`src/rtl/spi_adc_scanner.sv`:
```
// rtl/spi_adc_scanner.sv - round-robin scanner for an MCP3208-class SPI ADC, tagged samples plus per-channel hold
// Optional THRESH_CMP_EN adds a thresh input and a per-channel above output.
module spi_adc_scanner #(
  parameter int N_CH    = 8,
  parameter int DATA_W  = 12,
  parameter int CLK_DIV = 4,
  parameter int GAP_CYC = 8
) (
  input  logic                   clk,
  input  logic                   rst_n,
  input  logic                   scan_en,
  input  logic                   start,
  input  logic [N_CH-1:0]        ch_mask,
  input  logic                   miso,
  output logic                   mosi,
  output logic                   sck,
  output logic                   cs_n,
  output logic [DATA_W-1:0]      sample_data,
  output logic [2:0]             sample_ch,
  output logic                   sample_valid,
  output logic                   busy,
  output logic [N_CH*DATA_W-1:0] last_val
`ifdef THRESH_CMP_EN
  ,
  input  logic [DATA_W-1:0]      thresh,
  output logic [N_CH-1:0]        above
`endif
);

  localparam int FRAME_LEN = 9 + DATA_W;
  localparam int BIT_W     = $clog2(FRAME_LEN);
  localparam int CNT_MAX   = (2 * CLK_DIV > GAP_CYC) ? 2 * CLK_DIV : GAP_CYC;
  localparam int CNT_W     = $clog2(CNT_MAX);

  localparam logic [2:0] S_IDLE  = 3'd0;
  localparam logic [2:0] S_SETUP = 3'd1;
  localparam logic [2:0] S_SHIFT = 3'd2;
  localparam logic [2:0] S_HOLD  = 3'd3;
  localparam logic [2:0] S_GAP   = 3'd4;

  logic [2:0]             state_q, state_d;
  logic [CNT_W-1:0]       cnt_q, cnt_d;
  logic [BIT_W-1:0]       bit_q, bit_d;
  logic [2:0]             ch_q, ch_d;
  logic [2:0]             ptr_q, ptr_d;
  logic                   pass_q, pass_d;
  logic [DATA_W-1:0]      sr_q, sr_d;
  logic                   cs_n_q, cs_n_d;
  logic                   sck_q, sck_d;
  logic                   mosi_q, mosi_d;
  logic                   busy_q, busy_d;
  logic                   sv_q, sv_d;
  logic [DATA_W-1:0]      sd_q, sd_d;
  logic [2:0]             sch_q, sch_d;
  logic [N_CH*DATA_W-1:0] lv_q, lv_d;
  logic [3:0]             nxt;
`ifdef THRESH_CMP_EN
  logic [N_CH-1:0]        above_q, above_d;
`endif

  // {found, channel}: lowest enabled channel at or above base, optionally wrapping to 0
  function automatic logic [3:0] pick(input logic [N_CH-1:0] m, input logic [3:0] base,
                                      input logic wrap);
    logic [3:0] r;
    r = 4'd0;
    for (int i = N_CH - 1; i >= 0; i--)
      if (m[i] && (i >= int'(base))) r = {1'b1, 3'(i)};
    if (!r[3] && wrap)
      for (int i = N_CH - 1; i >= 0; i--)
        if (m[i]) r = {1'b1, 3'(i)};
    return r;
  endfunction

  // Command bits go out MSB first; everything past the null bit is driven low
  function automatic logic frame_bit(input logic [BIT_W-1:0] b, input logic [2:0] ch);
    logic [8:0] t;
    t = {2'b11, ch, 4'b0000} << b;
    return t[8];
  endfunction

  always_comb begin
    state_d = state_q;
    cnt_d   = cnt_q;
    bit_d   = bit_q;
    ch_d    = ch_q;
    ptr_d   = ptr_q;
    pass_d  = pass_q;
    sr_d    = sr_q;
    cs_n_d  = cs_n_q;
    sck_d   = sck_q;
    mosi_d  = mosi_q;
    busy_d  = busy_q;
    sv_d    = 1'b0;
    sd_d    = sd_q;
    sch_d   = sch_q;
    lv_d    = lv_q;
    nxt     = 4'd0;
`ifdef THRESH_CMP_EN
    above_d = above_q;
`endif
    case (state_q)
      S_IDLE: begin
        if (start) nxt = pick(ch_mask, 4'd0, 1'b0);
        else if (scan_en) nxt = pick(ch_mask, {1'b0, ptr_q}, 1'b1);
        if (nxt[3]) begin
          state_d = S_SETUP;
          ch_d    = nxt[2:0];
          pass_d  = start;
          busy_d  = 1'b1;
          cs_n_d  = 1'b0;
          mosi_d  = 1'b1;
          cnt_d   = '0;
        end
      end
      S_SETUP: begin
        if (cnt_q == CNT_W'(CLK_DIV - 1)) begin
          state_d = S_SHIFT;
          cnt_d   = '0;
          bit_d   = '0;
        end else begin
          cnt_d = cnt_q + CNT_W'(1);
        end
      end
      S_SHIFT: begin
        cnt_d = cnt_q + CNT_W'(1);
        if (cnt_q == CNT_W'(CLK_DIV - 1)) begin
          sck_d = 1'b1;
          if (bit_q >= BIT_W'(9)) sr_d = DATA_W'({sr_q, miso});
        end
        if (cnt_q == CNT_W'(2 * CLK_DIV - 1)) begin
          sck_d = 1'b0;
          cnt_d = '0;
          if (bit_q == BIT_W'(FRAME_LEN - 1)) begin
            state_d = S_HOLD;
            mosi_d  = 1'b0;
          end else begin
            bit_d  = bit_q + BIT_W'(1);
            mosi_d = frame_bit(bit_q + BIT_W'(1), ch_q);
          end
        end
      end
      S_HOLD: begin
        if (cnt_q == CNT_W'(CLK_DIV - 1)) begin
          state_d = S_GAP;
          cnt_d   = '0;
          cs_n_d  = 1'b1;
          sv_d    = 1'b1;
          sd_d    = sr_q;
          sch_d   = ch_q;
          ptr_d   = (ch_q == 3'(N_CH - 1)) ? 3'd0 : ch_q + 3'd1;
          for (int i = 0; i < N_CH; i++) begin
            if (ch_q == 3'(i)) begin
              lv_d[i*DATA_W +: DATA_W] = sr_q;
`ifdef THRESH_CMP_EN
              above_d[i] = (sr_q > thresh);
`endif
            end
          end
        end else begin
          cnt_d = cnt_q + CNT_W'(1);
        end
      end
      S_GAP: begin
        if (cnt_q == CNT_W'(GAP_CYC - 1)) begin
          // A start-pass only climbs upward; continuous scanning wraps around
          if (scan_en) nxt = pick(ch_mask, {1'b0, ptr_q}, 1'b1);
          else if (pass_q) nxt = pick(ch_mask, {1'b0, ch_q} + 4'd1, 1'b0);
          if (nxt[3]) begin
            state_d = S_SETUP;
            ch_d    = nxt[2:0];
            cs_n_d  = 1'b0;
            mosi_d  = 1'b1;
            cnt_d   = '0;
          end else begin
            state_d = S_IDLE;
            busy_d  = 1'b0;
            pass_d  = 1'b0;
          end
        end else begin
          cnt_d = cnt_q + CNT_W'(1);
        end
      end
      default: state_d = S_IDLE;
    endcase
  end

  always_ff @(posedge clk or negedge rst_n) begin
    if (!rst_n) begin
      state_q <= S_IDLE;
      cnt_q   <= '0;
      bit_q   <= '0;
      ch_q    <= '0;
      ptr_q   <= '0;
      pass_q  <= 1'b0;
      sr_q    <= '0;
      cs_n_q  <= 1'b1;
      sck_q   <= 1'b0;
      mosi_q  <= 1'b0;
      busy_q  <= 1'b0;
      sv_q    <= 1'b0;
      sd_q    <= '0;
      sch_q   <= '0;
      lv_q    <= '0;
`ifdef THRESH_CMP_EN
      above_q <= '0;
`endif
    end else begin
      state_q <= state_d;
      cnt_q   <= cnt_d;
      bit_q   <= bit_d;
      ch_q    <= ch_d;
      ptr_q   <= ptr_d;
      pass_q  <= pass_d;
      sr_q    <= sr_d;
      cs_n_q  <= cs_n_d;
      sck_q   <= sck_d;
      mosi_q  <= mosi_d;
      busy_q  <= busy_d;
      sv_q    <= sv_d;
      sd_q    <= sd_d;
      sch_q   <= sch_d;
      lv_q    <= lv_d;
`ifdef THRESH_CMP_EN
      above_q <= above_d;
`endif
    end
  end

  assign cs_n         = cs_n_q;
  assign sck          = sck_q;
  assign mosi         = mosi_q;
  assign busy         = busy_q;
  assign sample_valid = sv_q;
  assign sample_data  = sd_q;
  assign sample_ch    = sch_q;
  assign last_val     = lv_q;
`ifdef THRESH_CMP_EN
  assign above        = above_q;
`endif

endmodule

```
`config.mk`:
```
export PLATFORM = sky130hd
export DESIGN_NAME = spi_adc_scanner
export DESIGN_NICKNAME = d
export VERILOG_FILES = /design/src/rtl/spi_adc_scanner.sv
export SDC_FILE = /design/constraint.sdc
export NUM_CORES = 1
export LEC_CHECK = 0
export ABC_CLOCK_PERIOD_IN_PS = 3700
export CELL_PAD_IN_SITES_DETAIL_PLACEMENT = 0
export CELL_PAD_IN_SITES_GLOBAL_PLACEMENT = 1
export CORE_MARGIN = 5
export CORE_UTILIZATION = 44
export DETAILED_ROUTE_END_ITERATION = 16
export PLACE_DENSITY = 0.88
export SLEW_MARGIN = 20
export SYNTH_ARGS = -nofsm -noshare
export SYNTH_HDL_FRONTEND = slang
export SYNTH_SLANG_ARGS = --single-unit
```
`constraint.sdc`:
```
create_clock -name clk -period 3.7 [get_ports clk]
set_input_delay 0.925 -clock clk [delete_from_list [all_inputs] [get_ports clk]]
set_output_delay 0.925 -clock clk [all_outputs]
set_load 0.005 [all_outputs]
```
==> results.tsv <==
stage	metric	value	unit
worst_hold_path	Hold EP	sample_data[8]	
power_and_ir_drop	clock power share	36.9	%
routing	final WL	16800	um
worst_setup_path	reg2reg path depth	9	
worst_setup_path	flop-to-flop setup slack	0.88	ns
cts	clk_lat worst skew	0.42	ns
cts	CTS resizes	0	
cells_and_area	# diodes	0	
routing	Via density	5.54	
floorplan	DIE AREA	17500	um2
worst_setup_path	crit path launch type	flip-flop	
synthesis	Post-synth EDFFs	0	
sta	Setup violations, final	0	
synthesis	top post-synthesis cells by area	dfrtp_1 55%, mux2_2 18%, nand2_1 3.9%	
floorplan	Die Wd	132	um
power_and_ir_drop	combinational fraction of design power	20.2	%
routing	DR pass1 iterations	5	
worst_hold_path	hold_sp	sample_data[8]	
power_and_ir_drop	sw power	1.30	mW
cts	Clock Sinks	146	
synthesis	Synth warnings	0	
place	Placed Area	8010	um2
sta	RSZ-0062 raised after global routing	no	
routing	wire per inst	19.5	um
cts	# hold bufs at CTS	0	
synthesis	asr flop ratio synth	100	%
global_route	largest net degree at the start of global routing	90	
synthesis	main flop type after synthesis	dfrtp_1	
sta	setup TNS	0	ns
power_and_ir_drop	sw frac	29.5	%
global_route	grt ovf	0	
sta	minimum clock period after layout	2.82	ns
synthesis	Yosys reg bits	146	
synthesis	Syn Area/Cell	12.1	um2
worst_setup_path	launching point of the worst reg2reg path	ch_q[0]	
worst_setup_path	WP data required	3.99	ns
global_route	vias in the first global route	4884	
global_route	total track usage	19.6	%
cells_and_area	layout cells sized above 1	23.7	%
cells_and_area	synthesis-to-finish area growth	30.0	%
synthesis	synth cell count leaders	145 x dfrtp_1, 108 x mux2_2, 69 x nand2_1	
place	I/O Buffers	128	
synthesis	biggest area consumer among synthesized cells	dfrtp_1	
cts	TritonCTS Buffers	17	
floorplan	# rows	44	
global_route	first-pass GRT wire length	27400	um
power_and_ir_drop	Lkg Pwr	4.02	nW
worst_setup_path	CP Data Arrival Time	3.11	ns
synthesis	Post-Syn Nets	572	
power_and_ir_drop	sequential power share	43.0	%
floorplan	I/O pin total	129	
cts	worst-case clock buffer depth	2	
place	placed wire-length estimate	11800	um
routing	via count	4772	
sta	Fin. Hold Viols	0	
power_and_ir_drop	Worst VDD drop	0.348	mV
synthesis	Mapped Cells	546	
synthesis	cell with the most instances after synthesis	dfrtp_1	
cells_and_area	nets@finish	691	
synthesis	Yosys top cell area share	55.1	%
cts	CTS H-tree lvls	4	
power_and_ir_drop	total power	4.39	mW
routing	post-route antenna net violation count	0	
cells_and_area	Non-Filler Cell Area, Final	8570	um2
routing	DR DRC count	0	
power_and_ir_drop	Pint	3.10	mW
sta	Rel. slew slack	45.8	%
job	max-cap viol count	0	
cts	postcts setup bufs	0	
sta	max-slew violations	0	
global_route	initial antenna violation count	0	
sta	Clock Skew	0.00881	ns
worst_hold_path	hold path cells	2	
outcome	status	finished, final reports clean	
floorplan	core area	14600	um2
worst_setup_path	Reg-to-Reg End	mosi	
worst_setup_path	CP max FO	8	
worst_setup_path	crit path capture type	flip-flop	
sta	fin crit share	76.1	%
routing	DRT iter0 DRCs	407	
worst_setup_path	critical path class	reg -> reg	
floorplan	die height	132	um
cts	clock root buffer	clkbuf_16	
sta	Worst Tran Pin Value	0.813	ns
place	routability congestion estimate	0.862	
sta	Peak Freq	355	MHz
cts	clock slew at reported path FFs	0.06	ns
synthesis	Synth cell types	66	
cts	CTS tree	done	
worst_hold_path	Hold WC Path Type	reg -> reg	
synthesis	Mapped Area	6590	um2
power_and_ir_drop	P per Cell Area	513	nW/um2
floorplan	Initial Utilization	45.2	%
synthesis	sequential fraction of the synthesis area	55.5	%
cells_and_area	fillers	1158	
==> registers in the layout, summed over array words and instances (netlist names), 5 cells and up <==
name         count
sr_q            12
bit_q            5
sample_data     12
last_val        96
==> cells by family (layout without fill, tap and decap cells) <==
group / count (synthesis) / in the layout / share of synthesized area, %
DFF: 146 / 146 / 55.5
and+or+nand+nor: 128 / 128 / 9.51
muxes: 111 / 111 / 18.9
AOI/OAI and AO/OA: 86 / 86 / 9.21
buffers and inverters: 56 / 188 / 3.63
adders and majority gates: 13 / 13 / 2.47
xor gates and xnor gates: 6 / 6 / 0.798
==> metal layers <==
metal	vias up	global-route usage (%)	routed length, um
met5	-	0	0
met4	0	7.01	312
met3	20	5.92	1040
met2	144	30.6	8120
met1	2433	25.9	7330
li1	2175	-	-
==> layout make-up <==
class	instances	area [um2]	share of cell area, %
Timing Repair Buffer	135	1350	15.7
Clock buffer	21	460	5.37
Tap cell	184	230	2.69
Sequential cell	146	3650	42.7
Clock inverter	11	101	1.18
Multi-Input combinational cell	344	2700	31.5
Inverter	21	78.8	0.920
==> cells in the final DEF (no fill, tap or decap), types with 6 or more instances in the layout <==
master and count:
nand2_1 69, a21oi_1 14, ha_1 13, a31oi_1 6
nand3_1 9, and3_1 7, o21ai_0 20, dfrtp_1 145
nor3_1 6, nand2b_1 6, inv_1 20, clkdlybuf4s50_1 127
mux2_2 108, clkbuf_16 17, buf_4 6, nor2_1 13
==> metrics by stage <==
| stage | hold slack (ns) | util (%) | cells | worst slack (ns) |
|---|---|---|---|---|
| 6_report | 0.476 | 58.7 | 862 | 0.884 |
| 2_1_floorplan | 0.457 | - | 546 | 1.24 |
| 4_1_cts | 0.487 | 58.7 | 862 | 0.863 |
| 3_3_place_gp | 0.460 | 54.9 | 830 | 0.655 |
| 5_1_grt | 0.510 | 58.7 | 862 | 0.662 |
| 3_5_place_dp | 0.473 | 54.9 | 830 | 0.608 |
==> worst max-delay path by stage <==
| stage | startpoint | end | slack (ns) | cells past startpoint |
|---|---|---|---|---|
| global placement | ch_mask[4] | mosi | 0.66 | 7 |
| detailed placement | ch_mask[4] | mosi | 0.61 | 7 |
| finish | ch_q[0] | mosi | 0.88 | 9 |
| CTS | cnt_q[0] | last_val[23] | 0.86 | 8 |
| global route | cnt_q[0] | last_val[73] | 0.66 | 8 |
| floorplan | ch_q[0] | mosi | 1.24 | 8 |
==> power groups by stage <==
stage	clock, mW	combinational (mW)	sequential, mW
floorplan	0	0.595	1.84
global placement	0	0.873	1.91
detailed placement	0	0.883	1.91
CTS	1.65	0.887	1.89
global route	1.72	0.990	1.91
finish	1.62	0.886	1.89
==> critical path: stages (launching register included) <==
cell and delay, ns:
dfrtp_1 0.36, buf_4 0.18, ha_1 0.28, ha_1 0.42
nand2b_1 0.18, a21oi_1 0.09, o41a_2 0.58, nor3_4 0.25
a211oi_1 0.14, o22a_1 0.23
(Power assumes the default switching activity.)
